===== src/rtl/seq_counter_ctrl.sv =====
// Command-driven sequencer for the 6-bit prime/Fibonacci counter: accepts a run
// command, issues one counter step every two cycles, stops or bounces at endpoints.
module seq_counter_ctrl #(
    parameter int unsigned STEP_W    = 8,
    parameter int unsigned PRIME_MIN = 2,
    parameter int unsigned PRIME_MAX = 31,
    parameter int unsigned FIB_MIN   = 0,
    parameter int unsigned FIB_MAX   = 55
) (
    input  logic              clk,
    input  logic              rst,
    input  logic              cmd_valid,
    output logic              cmd_ready,
    input  logic              cmd_seq,
    input  logic              cmd_ud,
    input  logic              cmd_bounce,
    input  logic [STEP_W-1:0] cmd_steps,
    input  logic              abort,
    input  logic [5:0]        cnt_q,
    output logic              cnt_en,
    output logic              cnt_seq,
    output logic              cnt_ud,
    output logic              busy,
    output logic              done,
    output logic              end_hit,
    output logic              aborted,
    output logic [STEP_W-1:0] steps_done
);

    typedef enum logic [1:0] {
        S_IDLE,
        S_EVAL,
        S_ISSUE,
        S_DONE
    } state_t;

    state_t            r_state;
    state_t            w_next;
    logic              r_seq;
    logic              r_ud;
    logic              r_bounce;
    logic              r_end_hit;
    logic              r_aborted;
    logic [STEP_W-1:0] r_remaining;
    logic [STEP_W-1:0] r_steps_done;
    logic [5:0]        w_endpoint;
    logic              w_at_end;

    // Endpoint depends on the direction currently driven to the counter.
    always_comb begin
        w_endpoint = '0;
        if (r_ud) w_endpoint = r_seq ? 6'(FIB_MIN) : 6'(PRIME_MIN);
        else      w_endpoint = r_seq ? 6'(FIB_MAX) : 6'(PRIME_MAX);
    end

    assign w_at_end = (cnt_q == w_endpoint);

    always_ff @(posedge clk or negedge rst) begin
        if (!rst) r_state <= S_IDLE;
        else      r_state <= w_next;
    end

    always_comb begin
        w_next = r_state;
        unique case (r_state)
            S_IDLE:  if (cmd_valid) w_next = S_EVAL;
            S_EVAL: begin
                if (abort)                    w_next = S_DONE;
                else if (r_remaining == '0)   w_next = S_DONE;
                else if (w_at_end && !r_bounce) w_next = S_DONE;
                else                          w_next = S_ISSUE;
            end
            S_ISSUE: w_next = abort ? S_DONE : S_EVAL;
            S_DONE:  w_next = S_IDLE;
            default: w_next = S_IDLE;
        endcase
    end

    always_ff @(posedge clk or negedge rst) begin
        if (!rst) begin
            r_seq        <= 1'b0;
            r_ud         <= 1'b0;
            r_bounce     <= 1'b0;
            r_end_hit    <= 1'b0;
            r_aborted    <= 1'b0;
            r_remaining  <= '0;
            r_steps_done <= '0;
        end else begin
            unique case (r_state)
                S_IDLE: begin
                    if (cmd_valid) begin
                        r_seq        <= cmd_seq;
                        r_ud         <= cmd_ud;
                        r_bounce     <= cmd_bounce;
                        r_remaining  <= cmd_steps;
                        r_steps_done <= '0;
                        r_end_hit    <= 1'b0;
                        r_aborted    <= 1'b0;
                    end
                end
                S_EVAL: begin
                    if (abort) begin
                        r_aborted <= 1'b1;
                    end else if (r_remaining != '0 && w_at_end) begin
                        if (r_bounce) r_ud <= ~r_ud;
                        else          r_end_hit <= 1'b1;
                    end
                end
                S_ISSUE: begin
                    r_remaining <= r_remaining - 1'b1;
                    if (r_steps_done != '1) r_steps_done <= r_steps_done + 1'b1;
                    if (abort) r_aborted <= 1'b1;
                end
                default: ;
            endcase
        end
    end

    assign cmd_ready  = (r_state == S_IDLE);
    assign busy       = (r_state != S_IDLE);
    assign cnt_en     = (r_state == S_ISSUE);
    assign done       = (r_state == S_DONE);
    assign cnt_seq    = r_seq;
    assign cnt_ud     = r_ud;
    assign end_hit    = r_end_hit;
    assign aborted    = r_aborted;
    assign steps_done = r_steps_done;

endmodule

===== config.mk =====
export PLATFORM = sky130hd
export DESIGN_NAME = seq_counter_ctrl
export DESIGN_NICKNAME = d
export VERILOG_FILES = /design/src/rtl/seq_counter_ctrl.sv
export SDC_FILE = /design/constraint.sdc
export NUM_CORES = 1
export LEC_CHECK = 0
export BUFFER_PORTS_ARGS = -buffer_cell sky130_fd_sc_hd__buf_2
export CAP_MARGIN = 10
export CORE_MARGIN = 10
export CORE_UTILIZATION = 56
export DETAILED_ROUTE_END_ITERATION = 8
export PLACE_DENSITY_LB_ADDON = 0.05
export SKIP_LAST_GASP = 1
export SLEW_MARGIN = 10
export SYNTH_ARGS = -nofsm -noshare
export SYNTH_HDL_FRONTEND = slang
export SYNTH_SLANG_ARGS = --single-unit

===== constraint.sdc =====
create_clock -name clk -period 5.4 [get_ports clk]
set_input_delay 0.81 -clock clk [delete_from_list [all_inputs] [get_ports clk]]
set_output_delay 0.81 -clock clk [all_outputs]
set_load 0.005 [all_outputs]

==> metrics, run 1 <==
status completed; Worst setup EP type register; required time of the critical path approximately 5.6 ns; DR WL/cell ~14 um; Total Neg Setup Slack 0 ns; r2r worst-path depth 6; Die ar. between 5000 and 6000 um2; Post-Syn Instances 166; Clk Tree Root Cell clkbuf_4; Worst setup SP type register; Worst R2R Start r_state[0]; fin cells 231; Peak VDD IR approximately 0.27 mV; hold_buf cts 0; fraction of the mapped netlist area in adder cells 0.06029; Final nets 230; Resized cells post-CTS 0; Lkg Pwr ~0.78 nW; Worst Path Arrival 3.50 ns; fmax 304.5 MHz; Max Cap Viol 0; Mapped Area roughly 1500 um2; CTS tree built; top cell type's share of synthesized area 0.3962; Register Area between 500 and 600 um2; xor/xnor share of the synthesized area 0.01809; r2r endpoint steps_done[4]; Hold Slack between 0.4 and 0.5 ns; vias in the first global route around 1300; Slew headroom 0.3668; global-route wire length before repair between 5000 and 6000 um; GR Overflow Total 0; top_reg_cell synth dfrtp_1; router iterations before antenna repair 4; mux share of post-synthesis cell area 0.04996; Iter 0 DRT Violations 105; initial core utilization 0.5864; r2r setup slk around 2.1 ns; initial antenna violation count 0; Pins Over Slew Limit 0; # setup viols final 0; CTS buffer count 3; ys async rst share 1.000; vias per std cell around 5.7; RSZ-0062 raised after global routing no; Rows 18; Syn Area/Cell 8.751 um2; post-DP HPWL about 2600 um; dominant cells by area after synthesis dfrtp_1 (40%), a21oi_1 (6.9%), ha_1 (6.0%), nor2_1 (4.4%), nand2_1 (3.9%); FF+latch count, synth 23; clock slew at reported path FFs roughly 0.12 ns; # IOs 37; post-detailed-route count of antenna-violating nets 0; Die H 70.93 um; Worst-Skew Late Latency roughly 0.31 ns; fin crit period between 3 and 4 ns; largest family of logic cells by synthesized area simple AND/OR/NAND/NOR gates; routability cong. a little under 0.9; Synth Area in Compound Gates 0.1904; Netlist cell types 38; EDFF count, synth 0; Routed WL between 3000 and 4000 um; Post-Place Cells around 230; area of the multi-input gates between 800 and 900 um2; top-count cell post-synth dfrtp_1; Worst-Margin Slew approximately 0.94 ns; Setup CP Type register to register; Ys Warns 0; Final Cycle Share 0.6082; most instantiated cells after synthesis dfrtp_1 (23), a21oi_1 (20), nor2_1 (17); DR DRC count 0; skew final 0.007975 ns; overall power 0.0007893 W; Total GRT Usage 0.1305; Synth area leader dfrtp_1; syn nets around 190; # diodes 0; Fillers approximately 220; Seq/Total Area, Yosys 0.3962; clock sink count 23; area grow syn2layout 14.90%; largest net degree at the start of global routing 25; Core ar. ~2500 um2; die width slightly above 70 um; share of cells above drive strength 1 0.2189; Hold Path Class primary input to asynchronous set/reset pin; H-tree lvl count 1; endpoints failing hold 0; number of setup buffers added after CTS 0; detailed-route via count approximately 1300; IO buf count 36; power density cells ~470 nW/um2; critical-path maximum fanout 24; CTS Buffer Depth 2; Simple-Gate Fraction of Synth Area 0.2429
[per-stage QoR]
stage	utilization	setup slack, ns	area (um2)
final	0.6737	2.116	1669
after floorplan	-	3.437	1453
after global placement	0.6631	2.321	1643
after global routing	0.6737	1.830	1669
after CTS	0.6737	2.180	1669
after detailed placement	0.6631	2.192	1643
[cell usage in the layout, fill, tap and decap left out, types with 3 or more instances in the layout]
cell type,instances
a21oi_1,20
a211oi_1,4
nand2_1,15
clkbuf_4,3
o21ai_0,11
nor3_1,4
nand3_1,7
nor2_1,17
nand2b_1,7
ha_1,7
nor4_1,4
dfrtp_1,23
mux2i_1,5
o21ai_1,3
inv_1,8
buf_2,36
[state kept, by name, indices dropped and copies added, names as in the netlist]
name	cells
r_remaining	8
steps_done	8
r_state	2
aborted	1
cnt_seq	1
cnt_ud	1
end_hit	1
r_bounce	1
[layer usage]
metal | track usage | routed length (um)
met2 | 0.2245 | 1613
met4 | 0.04731 | 17
met5 | 0 | 0
met1 | 0.1535 | 1502
met3 | 0.03068 | 211
[critical path, cell delays in order (launching register included)]
cell      delay, ns
dfrtp_1        0.44
inv_1          0.14
ha_1           0.67
clkinv_1       0.43
o21ai_1        0.84
nand2_1        0.34
a22o_1         0.32
[worst max path at each step]
| stage | startpoint | to | slack [ns] | cells past startpoint |
|---|---|---|---|---|
| after CTS | r_state[0] | steps_done[4] | 2.18 | 6 |
| final | r_state[0] | steps_done[4] | 2.12 | 6 |
| after global routing | r_state[0] | steps_done[4] | 1.83 | 6 |
| after global placement | r_state[0] | steps_done[4] | 2.32 | 6 |
| after detailed placement | r_state[0] | steps_done[4] | 2.19 | 6 |
| after floorplan | cnt_q[2] | cnt_ud | 3.44 | 5 |
[cell families (layout without fill, tap and decap cells)]
family	count (synthesis)	count (layout)
xor+xnor	3	3
fa+ha+maj	7	7
mux	7	7
compound gates	46	46
buf+inv	14	49
simple gates	66	66
flops	23	23
[area by class of cell]
class	count	area share
Inverter	9	0.02024
Tap cell	30	0.02249
Clock buffer	4	0.01574
Timing Repair Buffer	36	0.1079
Multi-Input combinational cell	129	0.4888
Sequential cell	23	0.3448
[power breakdown]
group          total [W]  internal, W  switching [W]
clock          0.0000783    0.0000288      0.0000495
sequential      0.000307     0.000236      0.0000706
combinational   0.000404     0.000163       0.000241
total           0.000789     0.000429       0.000361
Power figures use the tool's default switching activity.
==> run 2, diff against run 1 <==
--- a/config.mk
+++ b/config.mk
@@ -8,7 +8,7 @@
 export BUFFER_PORTS_ARGS = -buffer_cell sky130_fd_sc_hd__buf_2
 export CAP_MARGIN = 10
 export CORE_MARGIN = 10
-export CORE_UTILIZATION = 56
+export CORE_UTILIZATION = 47
 export DETAILED_ROUTE_END_ITERATION = 8
 export PLACE_DENSITY_LB_ADDON = 0.05
 export SKIP_LAST_GASP = 1
==> constraint.sdc (replaced) <==
create_clock -name clk -period 2.9 [get_ports clk]
set_input_delay 0.435 -clock clk [delete_from_list [all_inputs] [get_ports clk]]
set_output_delay 0.435 -clock clk [all_outputs]
set_load 0.005 [all_outputs]
==> run 2 against run 1 <==
Via count up 2.4%. Power grew 89%. Combinational power up 90%. Core utilization down 11 points. Critical path depth stayed put. First-iteration DRC count fell by 52%. Worst hold slack lost 0.38 ns. Fmax rose by 48%. Sequential power is 87% higher. Largest cell class unchanged. Highest routed layer unchanged.
==> metrics, run 2 (synthesis gave the netlist of run 1 again) <==
post-detailed-route count of antenna-violating nets 0; critical-path maximum fanout 9; initial core utilization 0.4837; Final Cycle Share 0.7649; Iter 0 DRT Violations 50; r2r endpoint steps_done[4]; Rows 20; fin cells approximately 240; DR DRC count 0; # setup viols final 0; router iterations before antenna repair 4; grt peak-use layer met2; Setup CP Type register to register; Total Neg Setup Slack 0 ns; overall power between 0.001 and 0.0015 W; Peak VDD IR roughly 0.42 mV; met1 Use GR 0.1550; IO buf count 36; Clk Tree Root Cell clkbuf_4; vias in the first global route 1291; Worst Path Arrival about 2.4 ns; Post-Place Cells roughly 230; Die ar. ~5700 um2; fin crit period 2.218 ns; # diodes 0; Worst setup EP type register; Resized cells post-CTS 0; clock sink count 23; CTS buffer count 3; share of cells above drive strength 1 0.2266; Final nets roughly 230; vias per std cell between 5 and 6; status completed; fmax about 450 MHz; number of setup buffers added after CTS 0; routability cong. roughly 0.80; Worst setup SP type register; post-DP HPWL approximately 2800 um; CTS Buffer Depth 2; Die H between 70 and 80 um; Worst-Margin Slew ~0.7 ns; final instance area 1688 um2; area grow syn2layout 16.19%; met2 GRT Util 0.2021; Lkg Pwr 0.7870 nW; detailed-route via count around 1300; most frequent cells in the layout buf_2 (36), dfrtp_1 (23), a21oi_1 (20), nor2_1 (17), nand2_1 (15); # IOs 37; power density cells between 800 and 900 nW/um2; clock slew at reported path FFs 0.13 ns; global-route wire length before repair between 5000 and 6000 um; Hold Slack between 0.07 and 0.08 ns; required time of the critical path 3.11 ns; GR Overflow Total 0; skew final approximately 0.0062 ns; RSZ-0062 raised after global routing no; Total GRT Usage 0.1229; Core ar. between 3000 and 4000 um2; endpoints failing hold 0; Pins Over Slew Limit 0; CTS tree built; initial antenna violation count 0; met3 Usage GRT 0.03906; Routed WL ~3500 um; Worst-Skew Late Latency 0.30 ns; largest net degree at the start of global routing 24; Max Cap Viol 0; Hold Path Class primary input to asynchronous set/reset pin; hold_buf cts 0; DR WL/cell 14.88 um; r2r setup slk around 0.68 ns; post-placement cell area about 1700 um2; commonest non-fill, non-tap cell in the layout buf_2; Slew headroom 0.5130; Worst R2R Start r_state[0]; r2r worst-path depth 6; die width between 70 and 80 um; H-tree lvl count 1
[run 2: critical path, cell delays in order (launching register included)]
cell and delay, ns:
dfrtp_1 0.45, inv_1 0.14, ha_1 0.35, nand2_1 0.24, o21ai_1 0.39, nand2_1 0.26, a22o_1 0.29
[run 2: where the power goes]
group | total [W] | leakage, nW | switching, W | internal, W
registers | 0.000575 | 0.288 | 0.000135 | 0.000440
logic | 0.000767 | 0.484 | 0.000450 | 0.000317
clock network | 0.000148 | 0.0150 | 0.0000948 | 0.0000536
total | 0.00149 | 0.787 | 0.000680 | 0.000811
[run 2: worst max path at each step]
stage                          start            end  slack (ns)
after global placement    r_state[0]  steps_done[4]        0.79
after floorplan           r_state[0]         cnt_ud        0.97
final                     r_state[0]  steps_done[4]        0.68
after detailed placement  r_state[0]  steps_done[4]        0.70
after global routing      r_state[0]  steps_done[4]        0.51
after CTS                 r_state[0]  steps_done[4]        0.70
[run 2: layout make-up]
cell class | count | area [um2]
multi-input cells | 129 | 815.8
well taps | 33 | 41.29
inverters | 9 | 33.78
flip-flops and latches | 23 | 575.6
repair buffers | 38 | 195.2
fillers | 276 | 1315
clock buffers | 4 | 26.28
[run 2: layer usage]
layer	wire (um)	up-vias
met1	1597	640
met2	1637	33
met3	259	4
met5	0	-
li1	-	671
met4	18	0
[run 2: per-stage QoR]
step                worst slack, ns  utilization
global placement             0.7942       0.5533
detailed placement           0.6977       0.5533
global route                 0.5139       0.5621
finish                       0.6818       0.5621
CTS                          0.6955       0.5621
floorplan                    0.9707            -
==> run 3, diff against run 2 <==
==> constraint.sdc (replaced) <==
create_clock -name clk -period 1.9 [get_ports clk]
set_input_delay 0.285 -clock clk [delete_from_list [all_inputs] [get_ports clk]]
set_output_delay 0.285 -clock clk [all_outputs]
set_load 0.005 [all_outputs]
==> run 3 against run 2 <==
Register-to-register slack got worse by 0.56 ns. Clock power increased by 62%. Final cell count increased by 3.8%. Largest power group unchanged.
==> metrics, run 3 (synthesis gave the netlist of run 1 again) <==
status completed; Core ar. 3003 um2; endpoints failing hold 0; CTS buffer count 3; H-tree lvl count 1; router iterations before antenna repair 4; Die ar. roughly 5700 um2; Clk Tree Root Cell clkbuf_4; Max Cap Viol 0; initial core utilization 0.4837; fmax 562.8 MHz; DR DRC count 0; post-DP HPWL slightly below 3000 um; # IOs 37; worst hold endpoint cnt_seq; Hold Path Stages 2; Peak VDD IR between 0.7 and 0.8 mV; Lkg Pwr between 0.8 and 0.9 nW; routability cong. roughly 0.83; internal power ~0.0014 W; Clock power frac 0.094; vias per std cell approximately 5.6; Setup CP Type register to register; required time of the critical path 2.14 ns; Iter 0 DRT Violations a little over 60; r2r endpoint cnt_ud; RSZ-0062 raised after global routing no; Worst setup EP type register; Worst R2R Start r_state[0]; final instance area about 1800 um2; Flop pwr share 0.337; Switching Fraction 0.4415; Routed WL 3653 um; commonest non-fill, non-tap cell in the layout buf_2; most frequent cells in the layout buf_2 (36), dfrtp_1 (23), a21oi_1 (20), nor2_1 (16), nand2_1 (15); CTS Buffer Depth 2; Final nets around 240; global-route wire length before repair approximately 6000 um; Slew headroom 0.6552; Psw between 0.001 and 0.0015 W; Total GRT Usage 0.1340; Comb power frac 0.568; post-placement cell area 1737 um2; # diodes 0; Final Cycle Share 0.9352; initial antenna violation count 0; min-delay src cmd_seq; IO buf count 36; Worst Path Arrival approximately 2.0 ns; GR Overflow Total 0; Hold Slack 0.1965 ns; Worst-Margin Slew just over 0.5 ns; power density cells between 1000 and 1500 nW/um2; overall power approximately 0.0025 W; utilization after layout 0.6033; share of cells above drive strength 1 0.2925; Worst setup SP type register; skew final 0.008371 ns; Die H about 76 um; critical-path maximum fanout 9; post-detailed-route count of antenna-violating nets 0; Hold Path Class primary input to register; clock sink count 23; fin crit period about 1.8 ns; r2r setup slk 0.12 ns; Rows 20; Worst-Skew Late Latency roughly 0.32 ns; # setup viols final 0; area grow syn2layout 24.72%; CTS tree built; clock slew at reported path FFs approximately 0.13 ns; DR WL/cell around 15 um; r2r worst-path depth 7; vias in the first global route approximately 1400; largest net degree at the start of global routing 24; Pins Over Slew Limit 0; detailed-route via count roughly 1400; Fillers about 290; die width roughly 76 um
## run 3: cell types whose count changed in the layout (fill, tap and decap cells not counted), moves of 2 or more
cell   change
buf_4      +7
inv_2      +2
ha_1       -2
inv_1      -2
## run 3: through the flow
step	instances	worst slack (ns)	TNS (ns)
CTS	245	0.01588	0
floorplan	166	0.02558	0
global placement	240	0.1165	0
finish	245	0.1231	0
global route	245	0.01091	0
detailed placement	240	-0.03812	-0.03812
## run 3: how the worst max path moves through the flow
stage | startpoint | endpoint | slack [ns]
global placement | r_state[0] | cnt_ud | 0.12
global route | r_state[0] | cnt_ud | 0.01
CTS | r_state[0] | steps_done[4] | 0.02
detailed placement | r_state[0] | cnt_ud | -0.04
finish | r_state[0] | cnt_ud | 0.12
floorplan | r_state[0] | cnt_ud | 0.03
## run 3: metal layers
metal / track usage / vias to the layer above / wire length [um]
li1: - / 692 / -
met1: 0.1619 / 651 / 1662
met2: 0.2304 / 35 / 1752
met3: 0.03125 / 2 / 222
met4: 0.03918 / 0 / 15
met5: 0 / - / 0
## run 3: area by class of cell
class | count | area (um2) | area share
Clock buffer | 3 | 22.52 | 0.01243
Clock inverter | 1 | 7.507 | 0.004144
Inverter | 9 | 33.78 | 0.01865
Multi-Input combinational cell | 129 | 853.3 | 0.4710
Sequential cell | 23 | 575.6 | 0.3177
Tap cell | 33 | 41.29 | 0.02279
Timing Repair Buffer | 47 | 277.8 | 0.1533
## run 3: worst max-delay path, cell delays in order, from the launching register on
cell and delay (ns):
dfrtp_1 0.41, inv_2 0.11, ha_4 0.20, nor2_1 0.08, nor2_2 0.17, nand4b_4 0.13, or3b_1 0.38, a211oi_2 0.22
## run 3: power groups by stage
stage | combinational, W | clock, W | sequential (W)
finish | 0.00145 | 0.000240 | 0.000858
global route | 0.00164 | 0.000268 | 0.000892
CTS | 0.00144 | 0.000250 | 0.000852
detailed placement | 0.00139 | 0 | 0.000862
global placement | 0.00133 | 0 | 0.000851
floorplan | 0.000870 | 0 | 0.000842
## run 3: timing repair
action / CTS / global route
gates resized for setup: 2 / 6
hold buffers: 1 / 0
setup buffers: 0 / 0
pin swaps: 0 / 1
endpoints found under the setup margin: 1 / 12
endpoints found under the hold margin: 23 / 0
